--- src/rtl/riscv_pipe_pkg.sv ---
// Shared pipeline definitions for the hazard controller: bypass select codes,
// the data-memory wait FSM states and the default register address width.
package riscv_pipe_pkg;

    localparam int REG_AW_DEF = 5;

    localparam logic [1:0] FWD_RF = 2'b00;
    localparam logic [1:0] FWD_W  = 2'b01;
    localparam logic [1:0] FWD_M  = 2'b10;

    typedef enum logic [1:0] {
        ST_RUN      = 2'b00,
        ST_MEM_WAIT = 2'b01,
        ST_TIMEOUT  = 2'b10
    } hz_state_e;

endpackage

--- src/rtl/riscv_fwd_sel.sv ---
// Single-port bypass selector: picks the youngest in-flight writer of one E-stage
// source register, with M taking priority over W and x0 never forwarded.
module riscv_fwd_sel
    import riscv_pipe_pkg::*;
#(
    parameter int REG_AW = REG_AW_DEF
) (
    input  logic [REG_AW-1:0] i_rs_e,
    input  logic [REG_AW-1:0] i_rd_m,
    input  logic [REG_AW-1:0] i_rd_w,
    input  logic              i_reg_write_m,
    input  logic              i_reg_write_w,
    output logic [1:0]        o_fwd
);

    // Bypass source select for this operand
    always_comb begin
        o_fwd = FWD_RF;
        if (i_reg_write_m && (i_rd_m != {REG_AW{1'b0}}) && (i_rd_m == i_rs_e)) begin
            o_fwd = FWD_M;
        end else if (i_reg_write_w && (i_rd_w != {REG_AW{1'b0}}) && (i_rd_w == i_rs_e)) begin
            o_fwd = FWD_W;
        end else begin
            o_fwd = FWD_RF;
        end
    end

endmodule

--- src/rtl/riscv_hazard_ctrl.sv ---
// Hazard controller for the 5-stage core: operand forwarding, prioritised stall/flush
// generation, data-memory wait/timeout tracking and stall/flush performance counters.
module riscv_hazard_ctrl
    import riscv_pipe_pkg::*;
#(
    parameter int REG_AW   = REG_AW_DEF,
    parameter int NUM_RP   = 2,
    parameter int MAX_WAIT = 15,
    parameter int CNT_W    = 32
) (
    input  logic                     i_clk,
    input  logic                     i_rst,
    input  logic [NUM_RP*REG_AW-1:0] i_rs_d,
    input  logic [NUM_RP*REG_AW-1:0] i_rs_e,
    input  logic [REG_AW-1:0]        i_rd_e,
    input  logic [REG_AW-1:0]        i_rd_m,
    input  logic [REG_AW-1:0]        i_rd_w,
    input  logic                     i_load_e,
    input  logic                     i_reg_write_m,
    input  logic                     i_reg_write_w,
    input  logic                     i_pc_src_e,
    input  logic                     i_imem_ready,
    input  logic                     i_dmem_req_m,
    input  logic                     i_dmem_ready,
    output logic [NUM_RP*2-1:0]      o_forward_e,
    output logic                     o_stall_f,
    output logic                     o_stall_d,
    output logic                     o_stall_e,
    output logic                     o_stall_m,
    output logic                     o_flush_d,
    output logic                     o_flush_e,
    output logic                     o_flush_w,
    output logic                     o_mem_timeout,
    output logic [CNT_W-1:0]         o_stall_cnt,
    output logic [CNT_W-1:0]         o_flush_cnt
);

    localparam int          CW    = $clog2(MAX_WAIT + 1);
    localparam logic [CW-1:0] W_MAX = CW'(MAX_WAIT);

    hz_state_e           r_state;
    hz_state_e           w_state_nxt;
    logic [CW-1:0]       r_wcnt;
    logic [CW-1:0]       w_wcnt_nxt;
    logic                w_set_timeout;
    logic                r_mem_timeout;
    logic [CNT_W-1:0]    r_stall_cnt;
    logic [CNT_W-1:0]    r_flush_cnt;
    logic [NUM_RP*2-1:0] w_fwd;
    logic                w_load_use;
    logic                w_dmem_wait;

    assign w_dmem_wait = i_dmem_req_m & ~i_dmem_ready;

    for (genvar g = 0; g < NUM_RP; g++) begin : g_fwd
        riscv_fwd_sel #(.REG_AW(REG_AW)) u_fwd_sel (
            .i_rs_e        (i_rs_e[g*REG_AW +: REG_AW]),
            .i_rd_m        (i_rd_m),
            .i_rd_w        (i_rd_w),
            .i_reg_write_m (i_reg_write_m),
            .i_reg_write_w (i_reg_write_w),
            .o_fwd         (w_fwd[g*2 +: 2])
        );
    end

    // Load in E whose destination is read by any source port of the instruction in D
    always_comb begin
        w_load_use = 1'b0;
        for (int p = 0; p < NUM_RP; p++) begin
            w_load_use = w_load_use | (i_rs_d[p*REG_AW +: REG_AW] == i_rd_e);
        end
        w_load_use = w_load_use & i_load_e & (i_rd_e != {REG_AW{1'b0}});
    end

    // Stall/flush priority: dmem wait > branch > load-use > imem wait
    always_comb begin
        o_stall_f   = 1'b0;
        o_stall_d   = 1'b0;
        o_stall_e   = 1'b0;
        o_stall_m   = 1'b0;
        o_flush_d   = 1'b0;
        o_flush_e   = 1'b0;
        o_flush_w   = 1'b0;
        o_forward_e = w_fwd;
        if (i_rst) begin
            o_flush_d   = 1'b1;
            o_flush_e   = 1'b1;
            o_forward_e = {(NUM_RP*2){1'b0}};
        end else if (w_dmem_wait) begin
            // E is frozen, so a resolved branch stays pending until the access completes
            o_stall_f = 1'b1;
            o_stall_d = 1'b1;
            o_stall_e = 1'b1;
            o_stall_m = 1'b1;
            o_flush_w = 1'b1;
        end else if (i_pc_src_e) begin
            o_flush_d = 1'b1;
            o_flush_e = 1'b1;
        end else if (w_load_use) begin
            o_stall_f = 1'b1;
            o_stall_d = 1'b1;
            o_flush_e = 1'b1;
        end else if (!i_imem_ready) begin
            o_stall_f = 1'b1;
            o_flush_d = 1'b1;
        end else begin
            o_stall_f = 1'b0;
        end
    end

    // Dmem wait FSM next state; counter saturates at MAX_WAIT once timed out
    always_comb begin
        w_state_nxt   = r_state;
        w_wcnt_nxt    = r_wcnt;
        w_set_timeout = 1'b0;
        case (r_state)
            ST_RUN: begin
                if (w_dmem_wait) begin
                    w_wcnt_nxt = CW'(1);
                    if (W_MAX <= CW'(1)) begin
                        w_state_nxt   = ST_TIMEOUT;
                        w_set_timeout = 1'b1;
                    end else begin
                        w_state_nxt = ST_MEM_WAIT;
                    end
                end else begin
                    w_wcnt_nxt = {CW{1'b0}};
                end
            end
            ST_MEM_WAIT: begin
                if (!w_dmem_wait) begin
                    w_state_nxt = ST_RUN;
                    w_wcnt_nxt  = {CW{1'b0}};
                end else if (r_wcnt + CW'(1) >= W_MAX) begin
                    w_state_nxt   = ST_TIMEOUT;
                    w_wcnt_nxt    = W_MAX;
                    w_set_timeout = 1'b1;
                end else begin
                    w_wcnt_nxt = r_wcnt + CW'(1);
                end
            end
            ST_TIMEOUT: begin
                if (!w_dmem_wait) begin
                    w_state_nxt = ST_RUN;
                    w_wcnt_nxt  = {CW{1'b0}};
                end else begin
                    w_state_nxt = ST_TIMEOUT;
                end
            end
            default: begin
                w_state_nxt = ST_RUN;
                w_wcnt_nxt  = {CW{1'b0}};
            end
        endcase
    end

    // FSM, sticky timeout and saturating performance counters
    always_ff @(posedge i_clk or posedge i_rst) begin
        if (i_rst) begin
            r_state       <= ST_RUN;
            r_wcnt        <= {CW{1'b0}};
            r_mem_timeout <= 1'b0;
            r_stall_cnt   <= {CNT_W{1'b0}};
            r_flush_cnt   <= {CNT_W{1'b0}};
        end else begin
            r_state       <= w_state_nxt;
            r_wcnt        <= w_wcnt_nxt;
            r_mem_timeout <= r_mem_timeout | w_set_timeout;
            if (o_stall_f && (r_stall_cnt != {CNT_W{1'b1}})) begin
                r_stall_cnt <= r_stall_cnt + CNT_W'(1);
            end else begin
                r_stall_cnt <= r_stall_cnt;
            end
            if (o_flush_e && (r_flush_cnt != {CNT_W{1'b1}})) begin
                r_flush_cnt <= r_flush_cnt + CNT_W'(1);
            end else begin
                r_flush_cnt <= r_flush_cnt;
            end
        end
    end

    assign o_mem_timeout = r_mem_timeout;
    assign o_stall_cnt   = r_stall_cnt;
    assign o_flush_cnt   = r_flush_cnt;

endmodule

--- config.mk ---
export PLATFORM = sky130hd
export DESIGN_NAME = riscv_hazard_ctrl
export DESIGN_NICKNAME = d
export VERILOG_FILES = /design/src/rtl/riscv_pipe_pkg.sv /design/src/rtl/riscv_fwd_sel.sv /design/src/rtl/riscv_hazard_ctrl.sv
export SDC_FILE = /design/constraint.sdc
export NUM_CORES = 1
export LEC_CHECK = 0
export CAP_MARGIN = 10
export CORE_MARGIN = 2
export CORE_UTILIZATION = 48
export DETAILED_ROUTE_END_ITERATION = 7
export GPL_TIMING_DRIVEN = 1
export PLACE_DENSITY = 0.83
export REMOVE_ABC_BUFFERS = 1
export SETUP_SLACK_MARGIN = 0.02
export SYNTH_ARGS = -nofsm -noshare
export SYNTH_HDL_FRONTEND = slang
export SYNTH_SLANG_ARGS = --single-unit
--- constraint.sdc ---
create_clock -name i_clk -period 5.7 [get_ports i_clk]
set_input_delay 1.14 -clock i_clk [delete_from_list [all_inputs] [get_ports i_clk]]
set_output_delay 1.14 -clock i_clk [all_outputs]
set_load 0.01 [all_outputs]
==> summary.md, run 1 <==
| Metric | Value |
|---|---|
| Max Freq | roughly 210 MHz |
| Routed WL per cell | about 16 um |
| Clock Skew | roughly 0.0086 ns |
| RSZ-0062 raised after global routing | false |
| 1st-iter DRT viols | around 140 |
| Initial antenna violation count | 0 |
| Synth Instances | 414 |
| Core area | about 8200 um^2 |
| Worst hold start | o_mem_timeout |
| Clock sink count | between 70 and 80 |
| Post-synthesis sequential area ratio | 0.443 |
| Hold crit path type | flip-flop to flip-flop |
| # hold bufs at CTS | 0 |
| Compound-Gate Fraction of Synth Area | 0.0552 |
| Max Used Layer | met4 |
| Synth Area in Simple Gates | 0.241 |
| FFs w/ async S/R, synth | 1.00 |
| Number of fill cells | 650 |
| Post-route ant nets | 0 |
| #FFs+latches synth | 71 |
| Fin area | roughly 5500 um^2 |
| Leakage power | between 2 and 2.5 nW |
| Yosys Warn Count | 0 |
| Setup crit end kind | output pin |
| Biggest area consumer among synthesized cells | dfrtp_1 |
| Tightest Pin Transition | about 0.72 ns |
| Clk buf depth | 2 |
| Total die area | between 9000 and 10000 um^2 |
| Status | finished clean |
| IO buf count | 119 |
| Setup crit start kind | input pin |
| Clock tree root buffer cell | clkbuf_8 |
| DP HPWL | 7.84 mm |
| Site row count | 33 |
| Total setup buffers inserted after CTS | 0 |
| Adder-Cell Fraction of Synth Area | 0.0250 |
| DRC Markers | 0 |
| Antenna cells | 0 |
| Crit Path Category | input pin to output pin |
| Fin crit period | 4.70 ns |
| Max Cap Viol | 0 |
| CP arrival | 3.56 ns |
| Syn Area/Cell | 9.69 um^2 |
| Prevailing post-synth register cell | dfrtp_1 |
| Worst rel slew slack | 0.515 |
| DIE WIDTH | 95.4 um |
| R2R depth | 7 |
| Largest net degree at the start of global routing | between 50 and 60 |
| Worst EP required | between 4 and 5 ns |
| Max VDD drop | roughly 0.14 mV |
| RR Startpoint | o_stall_cnt[0] |
| Final setup viols | 0 |
| CTS tree | done |
| Via count | around 3600 |
| I/O pin count | 120 |
| Most common cell after layout, fill and taps aside | clkdlybuf4s50_1 |
| Met2 wire len | around 5.5 mm |
| Proportion of synthesized area in mux cells | 0.00562 |
| Hold path cells | 1 |
| Internal reg-to-reg setup slack | 3.26 ns |
| Final hold vios | 0 |
| Area grow syn2layout | 37.7% |
| CTS Buf Count | 9 |
| Worst-skew pair later-pin latency | ~0.34 ns |
| XOR/XNOR share of the synthesized area | 0.199 |
| First-pass GRT wire length | 16.5 mm |
| TritonRoute pass-1 iters | 4 |
| H-tree Lvls | 3 |
| Initial core utilization | 0.491 |
| Via density | ~5.5 |
| Commonest cells after routing, fill and taps aside | clkdlybuf4s50_1 (119), dfrtp_1 (71), xnor2_1 (53) |
| Die Ht | ~95 um |
| Clock transition at path regs | approximately 0.07 ns |
| Hold Path Sink | o_mem_timeout |
| Number of global-route vias before repair | roughly 3500 |
| Synth area leaders | dfrtp_1 (44%), xnor2_1 (12%), xor2_1 (8.3%), nand4_1 (3.6%), nand3_1 (3.4%) |
| Gr ovfl total | 0 |
| Setup TNS | 0 ns |
| Met1 WL | slightly above 4 mm |
| Layout cells sized above 1 | 0.0444 |
| CP max FO | 20 |
| DP Area | ~5300 um^2 |
| EDFF count, synth | 0 |
| # resized after CTS | 0 |
| PD cells | about 260 nW/um^2 |
| Reg-to-reg endpoint | o_stall_cnt[31] |
| Routability Congestion | 0.889 |
| Area fraction of the dominant cell type after synthesis | 0.443 |
| Post-synth cell types | 43 |
| Largest family of logic cells by synthesized area | simple AND/OR/NAND/NOR gates |
| Routed WL | 10.3 mm |
| Post-synthesis cell area | about 4000 um^2 |
| Final #Nets | 588 |
| Fin crit share | 0.824 |
| Pins Over Slew Limit | 0 |
| Met3 wire length | ~640 um |
| GRT Overall Usage | 0.234 |
sequential cells by signal (all words and copies together) (netlist names):
name           flops
o_flush_cnt       32
o_mem_timeout      1
o_stall_cnt       32
r_state            2
r_wcnt             4
kinds of logic after synthesis:
kind of cell             Yosys count
AND/OR/NAND/NOR                  183
adder cells (fa/ha/maj)            8
multiplexers                       2
AO/OA/AOI/OAI                     33
flip-flops                        71
buffers and inverters             26
XOR/XNOR                          91
how the worst max path moves through the flow:
stage | endpoint | depth (start not counted) | slack, ns | from
final | o_forward_e[0] | 6 | 1.00 | i_rst
after global routing | o_forward_e[0] | 6 | 0.84 | i_rst
after CTS | o_forward_e[0] | 6 | 0.96 | i_rst
after detailed placement | o_forward_e[0] | 6 | 0.98 | i_rst
after global placement | o_forward_e[0] | 6 | 1.04 | i_rst
after floorplan | o_forward_e[0] | 4 | 0.72 | i_rst
per-layer routing:
| metal | GRT usage | vias to the layer above |
|---|---|---|
| met5 | 0 | - |
| met4 | 0.0667 | 0 |
| met3 | 0.0530 | 8 |
| met2 | 0.427 | 129 |
| met1 | 0.273 | 1743 |
| li1 | - | 1698 |
where the power goes:
group / leakage (nW) / total [mW] / switching (mW) / internal [mW]
Clock: 0.119 / 0.480 / 0.196 / 0.283
Combinational: 1.28 / 0.345 / 0.165 / 0.180
Sequential: 0.943 / 0.617 / 0.0671 / 0.550
Total: 2.34 / 1.44 / 0.429 / 1.01
cell type report:
type	count	area, um^2	area share
sequential	71	1780	0.322
clock inverter	4	76.3	0.0138
tap	105	131	0.0238
inverter	17	63.8	0.0116
timing repair buffer	120	1200	0.217
clock buffer	12	165	0.0299
multi-input combinational	317	2110	0.382
per-stage QoR:
stage | utilization | hold WS (ns) | cells | total power [mW] | worst slack [ns]
after floorplan | - | 0.512 | 405 | 0.794 | 0.723
after global placement | 0.646 | 0.460 | 630 | 0.951 | 1.04
after detailed placement | 0.646 | 0.466 | 630 | 0.966 | 0.983
after CTS | 0.675 | 0.483 | 646 | 1.44 | 0.960
after global routing | 0.675 | 0.500 | 646 | 1.51 | 0.837
final | 0.675 | 0.482 | 646 | 1.44 | 1.00
synth_stat cells, drive strengths merged (4+ instances only):
cell type and number:
a21oi 8, and3 10, and4 7, buf 6, dfrtp 71, ha 8, inv 17, nand2 34
nand2b 4, nand3 28, nand4 23, nor2 27, nor2b 4, nor3 22, nor4 13, o21ai 9
xnor2 53, xor2 38
critical path, cell delays in order:
cell             delay (ns)
clkdlybuf4s50_1        0.51
inv_2                  0.36
o211ai_1               0.17
or4_1                  0.56
nor4_1                 0.22
clkdlybuf4s50_1        0.59
Note: power is estimated with default switching activity, not from simulation.
==> inputs of run 2 (changes only) <==
--- a/config.mk
+++ b/config.mk
@@ -7,10 +7,10 @@
 export LEC_CHECK = 0
 export CAP_MARGIN = 10
 export CORE_MARGIN = 2
-export CORE_UTILIZATION = 48
+export CORE_UTILIZATION = 43
 export DETAILED_ROUTE_END_ITERATION = 7
 export GPL_TIMING_DRIVEN = 1
-export PLACE_DENSITY = 0.83
+export PLACE_DENSITY = 0.79
 export REMOVE_ABC_BUFFERS = 1
 export SETUP_SLACK_MARGIN = 0.02
 export SYNTH_ARGS = -nofsm -noshare
==> constraint.sdc (replaced) <==
create_clock -name i_clk -period 4.1 [get_ports i_clk]
set_input_delay 0.82 -clock i_clk [delete_from_list [all_inputs] [get_ports i_clk]]
set_output_delay 0.82 -clock i_clk [all_outputs]
set_load 0.01 [all_outputs]
==> summary.md, run 2 (synthesis results as in run 1) <==
| Metric | Value |
|---|---|
| Clock sink count | 71 (unchanged) |
| Hold crit path type | flip-flop to flip-flop (unchanged) |
| Worst EP required | 3.28 ns (was 4.56 ns) |
| Area grow syn2layout | 37.7% (about the same) |
| Pins Over Slew Limit | 0 (unchanged) |
| Clk buf depth | 2 (unchanged) |
| Place WS | 0.203 ns (was 0.983 ns) |
| Fin crit share | 0.953 |
| Dpl cells | 643 (was 630) |
| Initial antenna violation count | 0 (unchanged) |
| Setup TNS | 0 ns (unchanged) |
| Hold Path Sink | o_mem_timeout (unchanged) |
| Reg-to-reg endpoint | o_flush_cnt[21] (was o_stall_cnt[31]) |
| Util after Layout | 0.603 (was 0.675) |
| Most common cell after layout, fill and taps aside | clkdlybuf4s50_1 (unchanged) |
| Worst-skew pair later-pin latency | 0.34 ns (about the same) |
| # hold bufs at CTS | 0 (unchanged) |
| # resized after CTS | 0 (unchanged) |
| Layout cells sized above 1 | 0.0566 (was 0.0444) |
| Core area | 9150 um^2 (was 8180 um^2) |
| CTS Buf Count | 9 (unchanged) |
| R2R depth | 6 (was 7) |
| DP Area | 5340 um^2 (was 5280 um^2) |
| Clock tree root buffer cell | clkbuf_8 (unchanged) |
| Leakage power | 2.34 nW (about the same) |
| Max Cap Viol | 0 (unchanged) |
| Routed WL | 10.2 mm (was 10.3 mm) |
| Finished Layout Cells | 659 (was 646) |
| Post-route ant nets | 0 (unchanged) |
| CP max FO | 3 (was 20) |
| RR Startpoint | o_flush_cnt[9] (was o_stall_cnt[0]) |
| TritonRoute pass-1 iters | 4 (unchanged) |
| Internal reg-to-reg setup slack | 1.72 ns (was 3.26 ns) |
| Status | finished clean (unchanged) |
| Total power | 1.86 mW (was 1.44 mW) |
| Routability Congestion | 0.837 (was 0.889) |
| Via density | 5.46 (was 5.54) |
| 1st-iter DRT viols | 119 (was 144) |
| Final #Nets | 595 (was 588) |
| Fin crit period | 3.91 ns |
| DRC Markers | 0 (unchanged) |
| CP arrival | 3.09 ns (was 3.56 ns) |
| Max VDD drop | 0.180 mV (was 0.138 mV) |
| H-tree Lvls | 3 (unchanged) |
| Final hold vios | 0 (unchanged) |
| Final setup viols | 0 (unchanged) |
| PD cells | 336 nW/um^2 (was 261 nW/um^2) |
| Site row count | 35 (was 33) |
| Worst rel slew slack | 0.413 (was 0.515) |
| Max Freq | ~260 MHz |
| Final worst slack | 0.193 ns (was 1.00 ns) |
| Setup crit end kind | output pin (unchanged) |
| Total die area | 10100 um^2 (was 9100 um^2) |
| IO buf count | 119 (unchanged) |
| Commonest cells after routing, fill and taps aside | clkdlybuf4s50_1 (119), dfrtp_1 (71), xnor2_1 (53) (unchanged) |
| RSZ-0062 raised after global routing | false (unchanged) |
| Hold path cells | 1 (unchanged) |
| WHS | 0.479 ns (was 0.482 ns) |
| Setup crit start kind | input pin (unchanged) |
| DP HPWL | 7.93 mm (was 7.84 mm) |
| CTS tree | done (unchanged) |
| Crit Path Category | input pin to output pin (unchanged) |
| I/O pin count | 120 (unchanged) |
| Via count | 3599 (was 3578) |
| Die Ht | 101 um (was 95.4 um) |
| Routed WL per cell | 15.5 um (was 15.9 um) |
| Fin area | 5520 um^2 (about the same) |
| Clock Skew | 0.0101 ns (was 0.00857 ns) |
| Total setup buffers inserted after CTS | 0 (unchanged) |
| Tightest Pin Transition | 0.880 ns (was 0.722 ns) |
| First-pass GRT wire length | 16.6 mm (was 16.5 mm) |
| DIE WIDTH | 101 um (was 95.4 um) |
| Antenna cells | 0 (unchanged) |
| Worst hold start | o_mem_timeout (unchanged) |
| Number of global-route vias before repair | 3553 (was 3535) |
| GRT Overall Usage | 0.207 (was 0.234) |
| Gr ovfl total | 0 (unchanged) |
| Initial core utilization | 0.438 (was 0.491) |
| Largest net degree at the start of global routing | 72 (was 56) |
| Clock transition at path regs | 0.07 ns (about the same) |
run 2: power by group:
part	switching, mW	total (mW)	internal, mW
sequential	0.0926	0.858	0.765
combinational	0.231	0.487	0.255
clock	0.275	0.513	0.238
run 2: worst max-delay path, stage by stage:
cell	delay, ns
clkdlybuf4s50_1	0.49
or4_1	0.51
o21ai_0	0.23
nor3_1	0.11
nor4_1	0.33
clkdlybuf4s50_1	0.60
run 2: how the worst max path moves through the flow:
stage | start | end | slack (ns)
final | i_rd_m[3] | o_forward_e[0] | 0.19
after floorplan | i_rst | o_forward_e[0] | -0.24
after global routing | i_rd_m[3] | o_forward_e[0] | 0.11
after global placement | i_rd_m[3] | o_forward_e[0] | 0.23
after detailed placement | i_rd_m[3] | o_forward_e[0] | 0.20
after CTS | i_rd_m[3] | o_forward_e[0] | 0.19
run 2: per-layer routing:
layer | global-route usage | share of wire | routed length, um
met3 | 0.0465 | 0.073 | 747
met4 | 0.0885 | 0.019 | 198
met1 | 0.251 | 0.39 | 4020
met5 | 0 | 0 | 0
met2 | 0.356 | 0.51 | 5250
run 2: final cells by class:
cell class	instances	area (um^2)
sequential	71	1780
multi-input combinational	317	2110
clock inverter	6	46.3
timing repair buffer	127	1250
fill	771	3630
tap	111	139
inverter	17	63.8
clock buffer	10	138
